`src/rtl/rgb15k_timing_gen_if.sv`:
```
// Fetch bus between the timing generator and the synchronous scan store.
// The store answers pix_req/pix_x/pix_y with pix_in one clock later.
interface rgb15k_timing_gen_if;
  logic       pix_req;
  logic [9:0] pix_x;
  logic [8:0] pix_y;
  logic [8:0] pix_in;

  modport master (
    output pix_req,
    output pix_x,
    output pix_y,
    input  pix_in
  );

  modport slave (
    input  pix_req,
    input  pix_x,
    input  pix_y,
    output pix_in
  );
endinterface

```
`src/rtl/rgb15k_timing_gen.sv`:
```
// 15 kHz RGB line/field timing generator: raster counters, fetch strobe and a
// two-stage registered pipeline producing colour, composite syncs and blanking.
module rgb15k_timing_gen #(
  parameter int unsigned H_TOTAL      = 1024,
  parameter int unsigned H_ACTIVE     = 768,
  parameter int unsigned H_SYNC_START = 832,
  parameter int unsigned H_SYNC_LEN   = 75,
  parameter int unsigned V_TOTAL      = 312,
  parameter int unsigned V_ACTIVE     = 288,
  parameter int unsigned V_SYNC_START = 296,
  parameter int unsigned V_SYNC_LEN   = 3
) (
  input  logic                       clkvideo,
  input  logic                       rst_n,
  input  logic                       vresync,
  rgb15k_timing_gen_if.master        fetch,
  output logic [2:0]                 ro,
  output logic [2:0]                 go,
  output logic [2:0]                 bo,
  output logic                       hsync_ext_n,
  output logic                       vsync_ext_n,
  output logic                       csync_ext_n,
  output logic                       blank,
  output logic                       field_start
);

  if (H_TOTAL < 256 || H_TOTAL > 1024) begin : g_chk_htotal
    $error("H_TOTAL must be within 256..1024");
  end
  if (V_TOTAL < 1 || V_TOTAL > 512) begin : g_chk_vtotal
    $error("V_TOTAL must fit the 9-bit line counter");
  end
  if (H_SYNC_START + H_SYNC_LEN > H_TOTAL) begin : g_chk_hsync
    $error("H_SYNC_START + H_SYNC_LEN exceeds H_TOTAL");
  end
  if (V_SYNC_START + V_SYNC_LEN > V_TOTAL) begin : g_chk_vsync
    $error("V_SYNC_START + V_SYNC_LEN exceeds V_TOTAL");
  end
  if (H_ACTIVE > H_SYNC_START) begin : g_chk_hact
    $error("H_ACTIVE exceeds H_SYNC_START");
  end

  // One spare bit so a sync end of exactly H_TOTAL (1024) still compares correctly.
  localparam logic [10:0] HLast  = 11'(H_TOTAL - 1);
  localparam logic [10:0] HAct   = 11'(H_ACTIVE);
  localparam logic [10:0] HsBeg  = 11'(H_SYNC_START);
  localparam logic [10:0] HsEnd  = 11'(H_SYNC_START + H_SYNC_LEN);
  localparam logic [9:0]  VLast  = 10'(V_TOTAL - 1);
  localparam logic [9:0]  VAct   = 10'(V_ACTIVE);
  localparam logic [9:0]  VsBeg  = 10'(V_SYNC_START);
  localparam logic [9:0]  VsEnd  = 10'(V_SYNC_START + V_SYNC_LEN);

  logic [9:0]  hcnt_q;
  logic [8:0]  vcnt_q;
  logic        pend_q;
  logic [10:0] hx;
  logic [9:0]  vx;
  logic        hwrap;
  logic        hs0, vs0, act0, fs0;
  logic        hs_q, vs_q, act_q, fs_q;

  assign hx    = {1'b0, hcnt_q};
  assign vx    = {1'b0, vcnt_q};
  assign hwrap = (hx == HLast);

  assign act0 = (hx < HAct) && (vx < VAct);
  assign hs0  = (hx >= HsBeg) && (hx < HsEnd);
  assign vs0  = (vx >= VsBeg) && (vx < VsEnd);
  assign fs0  = (hcnt_q == 10'd0) && (vcnt_q == 9'd0);

  assign fetch.pix_req = act0;
  assign fetch.pix_x   = hcnt_q;
  assign fetch.pix_y   = vcnt_q;

  // A resync request coinciding with the wrap is honoured at that same wrap.
  always_ff @(posedge clkvideo or negedge rst_n) begin
    if (!rst_n) begin
      hcnt_q <= 10'd0;
      vcnt_q <= 9'd0;
      pend_q <= 1'b0;
    end else if (hwrap) begin
      hcnt_q <= 10'd0;
      pend_q <= 1'b0;
      if (pend_q || vresync || (vx == VLast)) begin
        vcnt_q <= 9'd0;
      end else begin
        vcnt_q <= vcnt_q + 9'd1;
      end
    end else begin
      hcnt_q <= hcnt_q + 10'd1;
      if (vresync) begin
        pend_q <= 1'b1;
      end
    end
  end

  // Stage 1: aligns the raw terms with pix_in arriving from the store.
  always_ff @(posedge clkvideo or negedge rst_n) begin
    if (!rst_n) begin
      hs_q  <= 1'b0;
      vs_q  <= 1'b0;
      act_q <= 1'b0;
      fs_q  <= 1'b0;
    end else begin
      hs_q  <= hs0;
      vs_q  <= vs0;
      act_q <= act0;
      fs_q  <= fs0;
    end
  end

  // Output stage; syncs reset high so no low glitch can escape during reset.
  always_ff @(posedge clkvideo or negedge rst_n) begin
    if (!rst_n) begin
      ro          <= 3'd0;
      go          <= 3'd0;
      bo          <= 3'd0;
      hsync_ext_n <= 1'b1;
      vsync_ext_n <= 1'b1;
      csync_ext_n <= 1'b1;
      blank       <= 1'b1;
      field_start <= 1'b0;
    end else begin
      ro          <= act_q ? fetch.pix_in[8:6] : 3'd0;
      go          <= act_q ? fetch.pix_in[5:3] : 3'd0;
      bo          <= act_q ? fetch.pix_in[2:0] : 3'd0;
      hsync_ext_n <= ~hs_q;
      vsync_ext_n <= ~vs_q;
      csync_ext_n <= ~(hs_q ^ vs_q);
      blank       <= ~act_q;
      field_start <= fs_q;
    end
  end

endmodule

```
`src/flat_wrapper.sv`:
```
// flat-port wrapper written by rule: the top's interface ports become plain ports
module rgb15k_timing_gen_flat 
#(
  parameter int unsigned H_TOTAL      = 1024,
  parameter int unsigned H_ACTIVE     = 768,
  parameter int unsigned H_SYNC_START = 832,
  parameter int unsigned H_SYNC_LEN   = 75,
  parameter int unsigned V_TOTAL      = 312,
  parameter int unsigned V_ACTIVE     = 288,
  parameter int unsigned V_SYNC_START = 296,
  parameter int unsigned V_SYNC_LEN   = 3
)
  (clkvideo, rst_n, vresync, ro, go, bo, hsync_ext_n, vsync_ext_n, csync_ext_n, blank, field_start, fetch_pix_req, fetch_pix_x, fetch_pix_y, fetch_pix_in);
  rgb15k_timing_gen_if fetch_i ();
  input  logic clkvideo;
  input  logic rst_n;
  input  logic vresync;
  output logic [2:0] ro;
  output logic [2:0] go;
  output logic [2:0] bo;
  output logic hsync_ext_n;
  output logic vsync_ext_n;
  output logic csync_ext_n;
  output logic blank;
  output logic field_start;
  output wire logic [$bits(fetch_i.pix_req)-1:0] fetch_pix_req;
  output wire logic [$bits(fetch_i.pix_x)-1:0] fetch_pix_x;
  output wire logic [$bits(fetch_i.pix_y)-1:0] fetch_pix_y;
  input wire logic [$bits(fetch_i.pix_in)-1:0] fetch_pix_in;
  assign fetch_pix_req = fetch_i.pix_req;
  assign fetch_pix_x = fetch_i.pix_x;
  assign fetch_pix_y = fetch_i.pix_y;
  assign fetch_i.pix_in = fetch_pix_in;
  rgb15k_timing_gen #(.H_TOTAL(H_TOTAL), .H_ACTIVE(H_ACTIVE), .H_SYNC_START(H_SYNC_START), .H_SYNC_LEN(H_SYNC_LEN), .V_TOTAL(V_TOTAL), .V_ACTIVE(V_ACTIVE), .V_SYNC_START(V_SYNC_START), .V_SYNC_LEN(V_SYNC_LEN)) u_core (.clkvideo(clkvideo), .rst_n(rst_n), .vresync(vresync), .fetch(fetch_i), .ro(ro), .go(go), .bo(bo), .hsync_ext_n(hsync_ext_n), .vsync_ext_n(vsync_ext_n), .csync_ext_n(csync_ext_n), .blank(blank), .field_start(field_start));
endmodule
```
`config.mk`:
```
export PLATFORM = sky130hd
export DESIGN_NAME = rgb15k_timing_gen_flat
export DESIGN_NICKNAME = d
export VERILOG_FILES = /design/src/rtl/rgb15k_timing_gen_if.sv /design/src/rtl/rgb15k_timing_gen.sv /design/src/flat_wrapper.sv
export SDC_FILE = /design/constraint.sdc
export NUM_CORES = 1
export LEC_CHECK = 0
export ABC_AREA = 1
export CAP_MARGIN = 40
export CORE_MARGIN = 5
export CORE_UTILIZATION = 43
export DETAILED_ROUTE_END_ITERATION = 16
export GPL_TIMING_DRIVEN = 0
export PLACE_DENSITY_LB_ADDON = 0.12
export SLEW_MARGIN = 40
export SYNTH_ARGS = -nofsm -noshare
export SYNTH_HDL_FRONTEND = slang
export SYNTH_SLANG_ARGS = --single-unit
```
`constraint.sdc`:
```
create_clock -name clkvideo -period 1.2 [get_ports clkvideo]
set_input_delay 0.24 -clock clkvideo [delete_from_list [all_inputs] [get_ports clkvideo]]
set_output_delay 0.24 -clock clkvideo [all_outputs]
set_load 0.01 [all_outputs]
```
Word level (Yosys, flattened, before mapping)
Cells that the tools add are included.
{"block": "op_classes", "addsub": 2, "mul": 0, "div": 0, "magnitude_cmp": 6, "n_eq_ne": 2, "shifts": 0, "muxes": 7, "bitwise_logic": 5, "reduce_logical": 9}
{"cell": "less-than comparator 10 bit, second input constant", "n": 2}
{"cell": "less-than comparator 9 bit, second input constant", "n": 2}
{"cell": "adder 10 x 1 -> 10 bit, second input constant", "n": 1}
{"cell": "== test 10 bit, second input constant", "n": 1}
{"cell": ">= comparator 10 bit, second input constant", "n": 1}
{"cell": "logical NOT 10 bit", "n": 1}
{"cell": "two-way mux 10 bit", "n": 1}
{"cell": "adder 9 x 1 -> 9 bit, second input constant", "n": 1}
{"cell": "== test 9 bit, second input constant", "n": 1}
{"cell": ">= comparator 9 bit, second input constant", "n": 1}
{"cell": "logical NOT 9 bit", "n": 1}
{"cell": "two-way mux 3 bit", "n": 3}
{"cell": "two-way mux 9 bit", "n": 1}
{"cell": "logical AND 1 bit", "n": 4}
{"cell": "NOT 1 bit", "n": 4}
{"cell": "logical OR 1 bit", "n": 2}
{"cell": "two-way mux 1 bit", "n": 2}
{"cell": "nonzero test 2 bit", "n": 1}
{"cell": "XOR 1 bit", "n": 1}
{"block": "word_totals", "regBits": 38, "latch_bits": 0, "mem_bits_rw": 0, "rom_bits": 0, "in_bits": 12, "output_inout_bits": 34, "elab_cells": 46, "memories": 0}

Longest topological paths before layout
Gate-level depths: netlist of run 1.
{"block": "logic_depth", "ltp_word": 3, "mapped_depth": 8, "ltp_nobuf": 8}

Least setup slack after synthesis of run 1
Ideal clock, no wire load.
{"block": "synth_timing", "path_kind": "reg-to-reg", "startpoint": "register u_core.hcnt_q[0], in the netlist u_core.fetch.pix_x[0]", "endpoint": "register u_core.vcnt_q[8], in the netlist u_core.fetch.pix_y[8]", "setup_time_ns": 0.117, "arrival_ns": 1.248, "t_required_ns": 1.083, "path_slack_ns": -0.166, "path_stages_with_launch": 8, "path_buffers": 1, "synth_period_minus_slack_ns": 1.366, "cell_sequence": "dfrtp_1 ha_1 nand3_2 nor2_4 nand3_4 buf_2 nand2_1 nand2_1"}
{"block": "synth_via", "elab_chain_len": 1}
{"item": "from (decl)", "line_no": "rgb15k_timing_gen.sv:53", "rtl": "logic [9:0] hcnt_q;"}
{"item": "from (signal assigned)", "line_no": "rgb15k_timing_gen.sv:90", "rtl": "hcnt_q <= hcnt_q + 10'd1;"}
{"item": "== test 10 bit", "line_no": "rgb15k_timing_gen.sv:64", "rtl": "assign hwrap = (hx == HLast);"}
{"item": "to (signal assigned)", "line_no": "rgb15k_timing_gen.sv:87", "rtl": "vcnt_q <= vcnt_q + 9'd1;"}
{"item": "to (decl)", "line_no": "rgb15k_timing_gen.sv:54", "rtl": "logic [8:0] vcnt_q;"}
No other way between the ends.
A chain may end at the register's enable or synchronous reset.

Final worst setup path of run 1
{"block": "layout_timing", "startpoint": "register u_core.vcnt_q[7], in the netlist u_core.fetch.pix_y[7]", "endpoint": "output port fetch_pix_req"}
{"block": "layout_via", "elab_chain_len": 2}
{"item": "less-than comparator 9 bit", "line_no": "rgb15k_timing_gen.sv:66", "rtl": "assign act0 = (hx < HAct) && (vx < VAct);"}
{"item": "logical AND 1 bit", "line_no": "rgb15k_timing_gen.sv:66"}
{"item": "to (decl)", "line_no": "flat_wrapper.sv:26", "rtl": "output wire logic [$bits(fetch_i.pix_req)-1:0] fetch_pix_req;"}
No other way between the ends.

==> summary.txt, run 1 <==
Run status
  • Status: finished with violations
  • Failing checks: negative setup slack

Floorplanning
  • Horiz. Die Dim: 73.99 um
  • Num rows: 23
  • Die area: approximately 5500 um2
  • Core ar.: 3971 um2
  • I/O pin count: 46
  • Starting Density: between 40% and 50%
  • Die height: around 74 um

Logic synthesis
  • Post-Synthesis Cell Area: about 1800 um2
  • Sequential area share after synthesis: approximately 54%
  • Syn_area_per_cell: 8.715 um2
  • Simple-gate portion of the synthesized area: between 20% and 30%
  • Main combinational cell family by area after synthesis: simple AND/OR/NAND/NOR gates
  • #FFs+latches synth: 38
  • Area fraction in compound gates after synthesis: about 3.0%
  • Post-Syn Nets: between 200 and 250
  • Unique masters post-synth: 24
  • Post-Synth XOR/XNOR Area: about 5%
  • Yosys warnings: 0
  • Mux cell area share after synthesis: 0%
  • Synth Area in Adders: about 2.8%
  • Synthesized instance count: just over 200

Timing
  • Final setup violation count: 24
  • Worst Skew: between 0.003 and 0.004 ns
  • Crit share post-route: 120.2%
  • Slew margin rel.: roughly three quarters
  • Slew Viols, Final: 0
  • Final worst slack: -0.2419 ns
  • Minimum clock period: ~1.4 ns
  • Max Freq: 693.5 MHz
  • Least-Margin Pin Slew: approximately 0.39 ns
  • Final Hold Vio Count: 0
  • Fin Setup TNS: -3.736 ns
  • RSZ-0062 raised after global routing: true
  • Hold slack: ~0.35 ns

Clock tree
  • Sink Count: 38
  • CTS tree: yes
  • Max clock buf depth: 2
  • TritonCTS Buffers: 5
  • Worst-path clk slew: ~0.07 ns
  • CTS root buf: clkbuf_8
  • Clock Latency Late Sink: between 0.2 and 0.3 ns
  • H-Tree Depth: 2

Global route
  • Vias in the first global route: 1750
  • GR Util All Layers: between 10% and 20%
  • Initial antenna violation count: 0
  • Largest net degree at the start of global routing: 24
  • Total gr overflow: 0
  • First-pass GRT wire length: 7872 um

Hold path
  • Hold Path Class: register to register

Cells and area
  • Layout cells sized above 1: ~44%
  • Finished Core Util: 73.76%
  • Most frequent cells in the layout: 46 x nand2_1, 29 x buf_6, 27 x dfrtp_1
  • Fin cells: between 300 and 400
  • Fin nets: about 310
  • Cell area after layout: a little under 3000 um2
  • Area Growth Syn to Fin: 66.38%
  • Most common cell after layout, fill and taps aside: nand2_1
  • Ant diodes: 0

Setup path
  • Max Fanout on Critical Path: 2
  • Critical Path Start: u_core.fetch.pix_y[7]
  • RR Startpoint: u_core.fetch.pix_x[0]
  • Slowest CP cell: dfrtp_2
  • Worst Path Required: 0.96 ns
  • Slowest Stage Delay on Critical Path: between 0.4 and 0.5 ns
  • CP Cell Sequence: nor2_4 > nand2_2 > a21oi_2 > buf_2
  • WP data arrival: roughly 1.2 ns
  • CP Capture Point: fetch_pix_req
  • FF-to-FF path depth: 8
  • Path type of the worst setup path: register to output port
  • CP endpoint kind: output port
  • Worst setup SP type: register
  • Worst R2R Setup Slack: -0.24 ns
  • Reg-to-reg endpoint: u_core.fetch.pix_y[6]

Route
  • Total number of vias: 1719
  • Met2 routed WL: 2606 um
  • Routed wire length: around 5000 um
  • Vias per cell: 4.954
  • Routed Antenna Nets: 0
  • DR WL/cell: between 10 and 15 um
  • DR iter-0 viols: 95
  • Detailed Routing Iterations Pass 1: 4
  • Met3 routed WL: approximately 380 um
  • Top layer reached by signal wires: met4
  • DRC errors left: 0
  • Wl on met1: 1900 um

Run
  • Count of maximum capacitance violations: 0

Placed design
  • Buffers on Ports: between 40 and 50
  • GPL Wtd Cong: about 0.87
  • Final HPWL DP: 2761 um
  • Post-DP Area: approximately 2300 um2
  • Placed insts: 298
  • Place WS: -0.6119 ns

Power
  • Peak supply drop: 0.7597 mV
  • Leakage power: between 1.5 and 2 nW
  • Pwr/cell area: just under 800 nW/um2
  • Tot Pwr: approximately 2.3 mW
[sequential cells by signal, summed over array words and instances, names as in the netlist, 3 cells and up]
register,count
u_core.fetch.pix_x,10
u_core.fetch.pix_y,9
u_core.bo,3
u_core.go,3
u_core.ro,3
[where the power goes]
group                 switching (mW)  internal (mW)  leakage (nW)
clock network                  0.459          0.462        0.0472
registers      0.0000000000000000216           1.28         0.444
logic                         0.0305         0.0405          1.04
[layout make-up]
cell class	instances	area (um2)
Sequential cell	38	964.7
Timing Repair Buffer	86	812.0
Inverter	33	126.4
Tap cell	50	62.56
Clock inverter	2	12.51
Clock buffer	6	82.58
Multi-Input combinational cell	126	824.5
Fill cell	277	1042
Buffer	6	43.79
[metal layers]
metal	up-vias	GRT usage, %
li1	809	-
met1	812	22.02
met2	79	32.19
met3	19	5.405
met4	0	9.658
met5	-	0
[kinds of logic (layout without fill, tap and decap cells)]
logic type	Yosys count	in the layout
flip-flops	38	38
buffers and inverters	39	133
AO/OA/AOI/OAI	10	10
adder cells (fa/ha/maj)	4	4
XOR/XNOR	10	10
AND/OR/NAND/NOR	101	102
[Yosys cell counts]
cell,instances,share of area [%]
inv_1,30,6.4
or2_2,1,0.36
nand3b_1,1,0.43
o211ai_1,1,0.43
inv_2,3,0.64
clkbuf_1,1,0.21
ha_1,4,2.8
a21oi_1,4,1.1
dfstp_2,4,6.0
o21ai_0,5,1.4
nor4_1,1,0.36
dfrtp_1,34,48
xnor2_1,4,2.0
buf_2,4,1.1
nand3_2,1,0.57
nor2_1,13,2.8
nand2_1,58,12
xor2_1,6,3.0
nand3_1,16,4.5
buf_6,1,0.64
nor3_1,4,1.1
nand3_4,1,1.0
nor2_4,2,1.3
nand4_1,3,1.1
[worst min-delay path by stage]
| stage | depth (start not counted) | from | endpoint | slack (ns) |
|---|---|---|---|---|
| after CTS | 0 | u_core.fs_q | u_core.field_start | 0.35 |
| after detailed placement | 1 | rst_n | u_core.bo[1] | 0.19 |
| after global routing | 0 | u_core.fs_q | u_core.field_start | 0.37 |
| after floorplan | 0 | rst_n | u_core.act_q | -0.06 |
| after global placement | 0 | u_core.fs_q | u_core.field_start | 0.33 |
| final | 0 | u_core.fs_q | u_core.field_start | 0.35 |
[critical path, delay by kind of cell, from the launching register on]
kind	cells	cell delay [ns]
flip-flops	1	0.43
AND/OR/NAND/NOR	2	0.18
AO/OA/AOI/OAI	1	0.15
buffers and inverters	1	0.15
[what timing repair did]
action / 4_1_cts / 5_1_grt
endpoints found under the hold margin: 12 / 0
buffers inserted: 36 / 8
hold buffers: 1 / 0
gates cloned: 3 / 0
pin swaps: 17 / 20
endpoints found under the setup margin: 50 / 44
resized for setup: 125 / 54
No activity file was read; power rests on OpenSTA's default activity.
==> inputs of run 2 (changes only) <==
--- a/config.mk
+++ b/config.mk
@@ -7,8 +7,8 @@
 export LEC_CHECK = 0
 export ABC_AREA = 1
 export CAP_MARGIN = 40
-export CORE_MARGIN = 5
-export CORE_UTILIZATION = 43
+export CORE_MARGIN = 8
+export CORE_UTILIZATION = 50
 export DETAILED_ROUTE_END_ITERATION = 16
 export GPL_TIMING_DRIVEN = 0
 export PLACE_DENSITY_LB_ADDON = 0.12
@@ -16,3 +16,4 @@
 export SYNTH_ARGS = -nofsm -noshare
 export SYNTH_HDL_FRONTEND = slang
 export SYNTH_SLANG_ARGS = --single-unit
+export TNS_END_PERCENT = 10
==> constraint.sdc (replaced) <==
create_clock -name clkvideo -period 1.75 [get_ports clkvideo]
set_input_delay 0.35 -clock clkvideo [delete_from_list [all_inputs] [get_ports clkvideo]]
set_output_delay 0.35 -clock clkvideo [all_outputs]
set_load 0.01 [all_outputs]
==> summary.txt, run 2 (same netlist as run 1, synthesis figures left out) <==
Run status
  • Status: finished, final reports clean

Power
  • Pwr/cell area: around 590 nW/um2
  • Peak supply drop: 0.3387 mV
  • Leakage power: roughly 1.2 nW

Route
  • Top layer reached by signal wires: met4
  • Met3 routed WL: about 220 um
  • Wl on met1: 1646 um
  • Routed Antenna Nets: 0
  • Vias per cell: roughly 4.7
  • Detailed Routing Iterations Pass 1: 4
  • DR iter-0 viols: between 40 and 50
  • Total number of vias: approximately 1400
  • DRC errors left: 0
  • DR WL/cell: around 13 um
  • Met2 routed WL: between 1500 and 2000 um
  • Routed wire length: approximately 3800 um

Clock tree
  • Sink Count: 38
  • H-Tree Depth: 2
  • TritonCTS Buffers: 5
  • Max clock buf depth: 2
  • Worst-path clk slew: about 0.1 ns
  • CTS tree: yes
  • CTS root buf: clkbuf_4
  • Clock Latency Late Sink: approximately 0.34 ns

Setup path
  • Top Family by Delay on Critical Path: buffers and inverters
  • Slowest Stage Delay on Critical Path: between 0.5 and 0.6 ns
  • CP Capture Point: fetch_pix_y[0]
  • WP data arrival: approximately 1.4 ns
  • Max Fanout on Critical Path: 5
  • Worst Path Required: between 1 and 1.5 ns
  • Critical Path Start: u_core.fetch.pix_y[0]
  • FF-to-FF path depth: 7
  • Worst path depth: 1
  • Slowest CP cell: clkdlybuf4s50_1
  • RR Startpoint: u_core.fetch.pix_x[0]
  • Worst R2R Setup Slack: approximately 0.27 ns
  • CP Cell Sequence: clkdlybuf4s50_1
  • Worst setup SP type: register
  • Reg-to-reg endpoint: u_core.fetch.pix_y[8]
  • CP endpoint kind: output port
  • Path type of the worst setup path: register to output port
  • WP buf/inv: 1

Cells and area
  • Fillers: 277
  • Most frequent cells in the layout: 58 x nand2_1, 36 x clkdlybuf4s50_1, 30 x inv_1
  • Fin nets: 272
  • Most common cell after layout, fill and taps aside: nand2_1
  • Ant diodes: 0
  • Area Growth Syn to Fin: 34.19%
  • Cell area after layout: 2362 um2
  • Max reg flops: 10
  • Layout cells sized above 1: between 10% and 20%

Timing
  • Crit share post-route: 97.09%
  • Slew margin rel.: 68.89%
  • Worst Skew: around 0.0089 ns
  • Final setup violation count: 0
  • Least-Margin Pin Slew: approximately 0.47 ns
  • Final Hold Vio Count: 0
  • Max Freq: between 500 and 600 MHz
  • Slew Viols, Final: 0
  • Hold slack: about 0.36 ns
  • Minimum clock period: around 1.7 ns
  • RSZ-0062 raised after global routing: true

Placed design
  • Post-DP Area: ~2300 um2
  • Final HPWL DP: 2784 um
  • GPL Wtd Cong: 0.8683
  • Buffers on Ports: between 40 and 50

Global route
  • Total gr overflow: 0
  • Largest net degree at the start of global routing: 39
  • GR Util All Layers: about 14%
  • Initial antenna violation count: 0
  • First-pass GRT wire length: roughly 6100 um
  • Vias in the first global route: around 1400

Floorplanning
  • Core ar.: approximately 3400 um2
  • I/O pin count: 46
  • Die area: between 5000 and 6000 um2
  • Num rows: 21
  • Horiz. Die Dim: between 70 and 80 um
  • Die height: ~75 um
  • Starting Density: between 50% and 60%

Hold path
  • Hold Path Class: register to register

Run
  • Count of maximum capacitance violations: 0
[run 2: changes by cell type in the layout (fill, tap and decap cells not counted), moves of 8 or more]
cell,change
buf_6,-28
clkdlybuf4s50_1,+26
buf_4,-23
nand2_1,+12
nand2_2,-11
clkdlybuf4s15_1,-10
nand3_1,+9
nand3_2,-8
[run 2: layer usage]
layer  vias up  GRT usage, %
met5         -             0
li1        727             -
met2        33         23.59
met4         0         6.610
met1       663         16.36
met3         7         3.947
[run 2: timing repair]
action                                 CTS  global route
gates resized for setup                 16             6
endpoints found under the hold margin   34             0
buffers inserted                         1             0
setup endpoints to repair                9             6
hold buffers                             1             0
[run 2: final cells by class]
type	count	area (um2)	share of cell area, %
clock buffers	7	55.05	2.331
inverters	33	123.9	5.244
repair buffers	47	462.9	19.60
clock inverters	1	5.005	0.2119
flip-flops and latches	38	965.9	40.89
multi-input cells	125	656.9	27.81
plain buffers	6	35.03	1.483
well taps	46	57.56	2.436
[run 2: stage by stage]
step	worst slack, ns	power (mW)	utilization, %	cells	TNS [ns]
after global placement	-0.5464	0.9361	67.45	293	-19.41
after detailed placement	-0.1276	0.9359	67.37	293	-0.1276
after floorplan	0.3844	0.8951	-	202	0
after CTS	0.003038	1.405	69.83	303	0
after global routing	-0.01141	1.442	70.24	303	-0.01141
final	0.05092	1.384	70.24	303	0
[run 2: how the worst min path moves through the flow]
stage,startpoint,endpoint,depth (start not counted)
floorplan,rst_n,u_core.act_q,0
global placement,u_core.fs_q,u_core.field_start,0
detailed placement,rst_n,u_core.hs_q,1
CTS,u_core.fs_q,u_core.field_start,0
global route,u_core.fs_q,u_core.field_start,0
finish,u_core.fs_q,u_core.field_start,0
[run 2: report_power, final]
part	leakage (nW)	internal, mW	switching, mW
logic	0.756	0.0222	0.0190
clock network	0.0353	0.195	0.270
registers	0.443	0.878	0.0000000000000000198
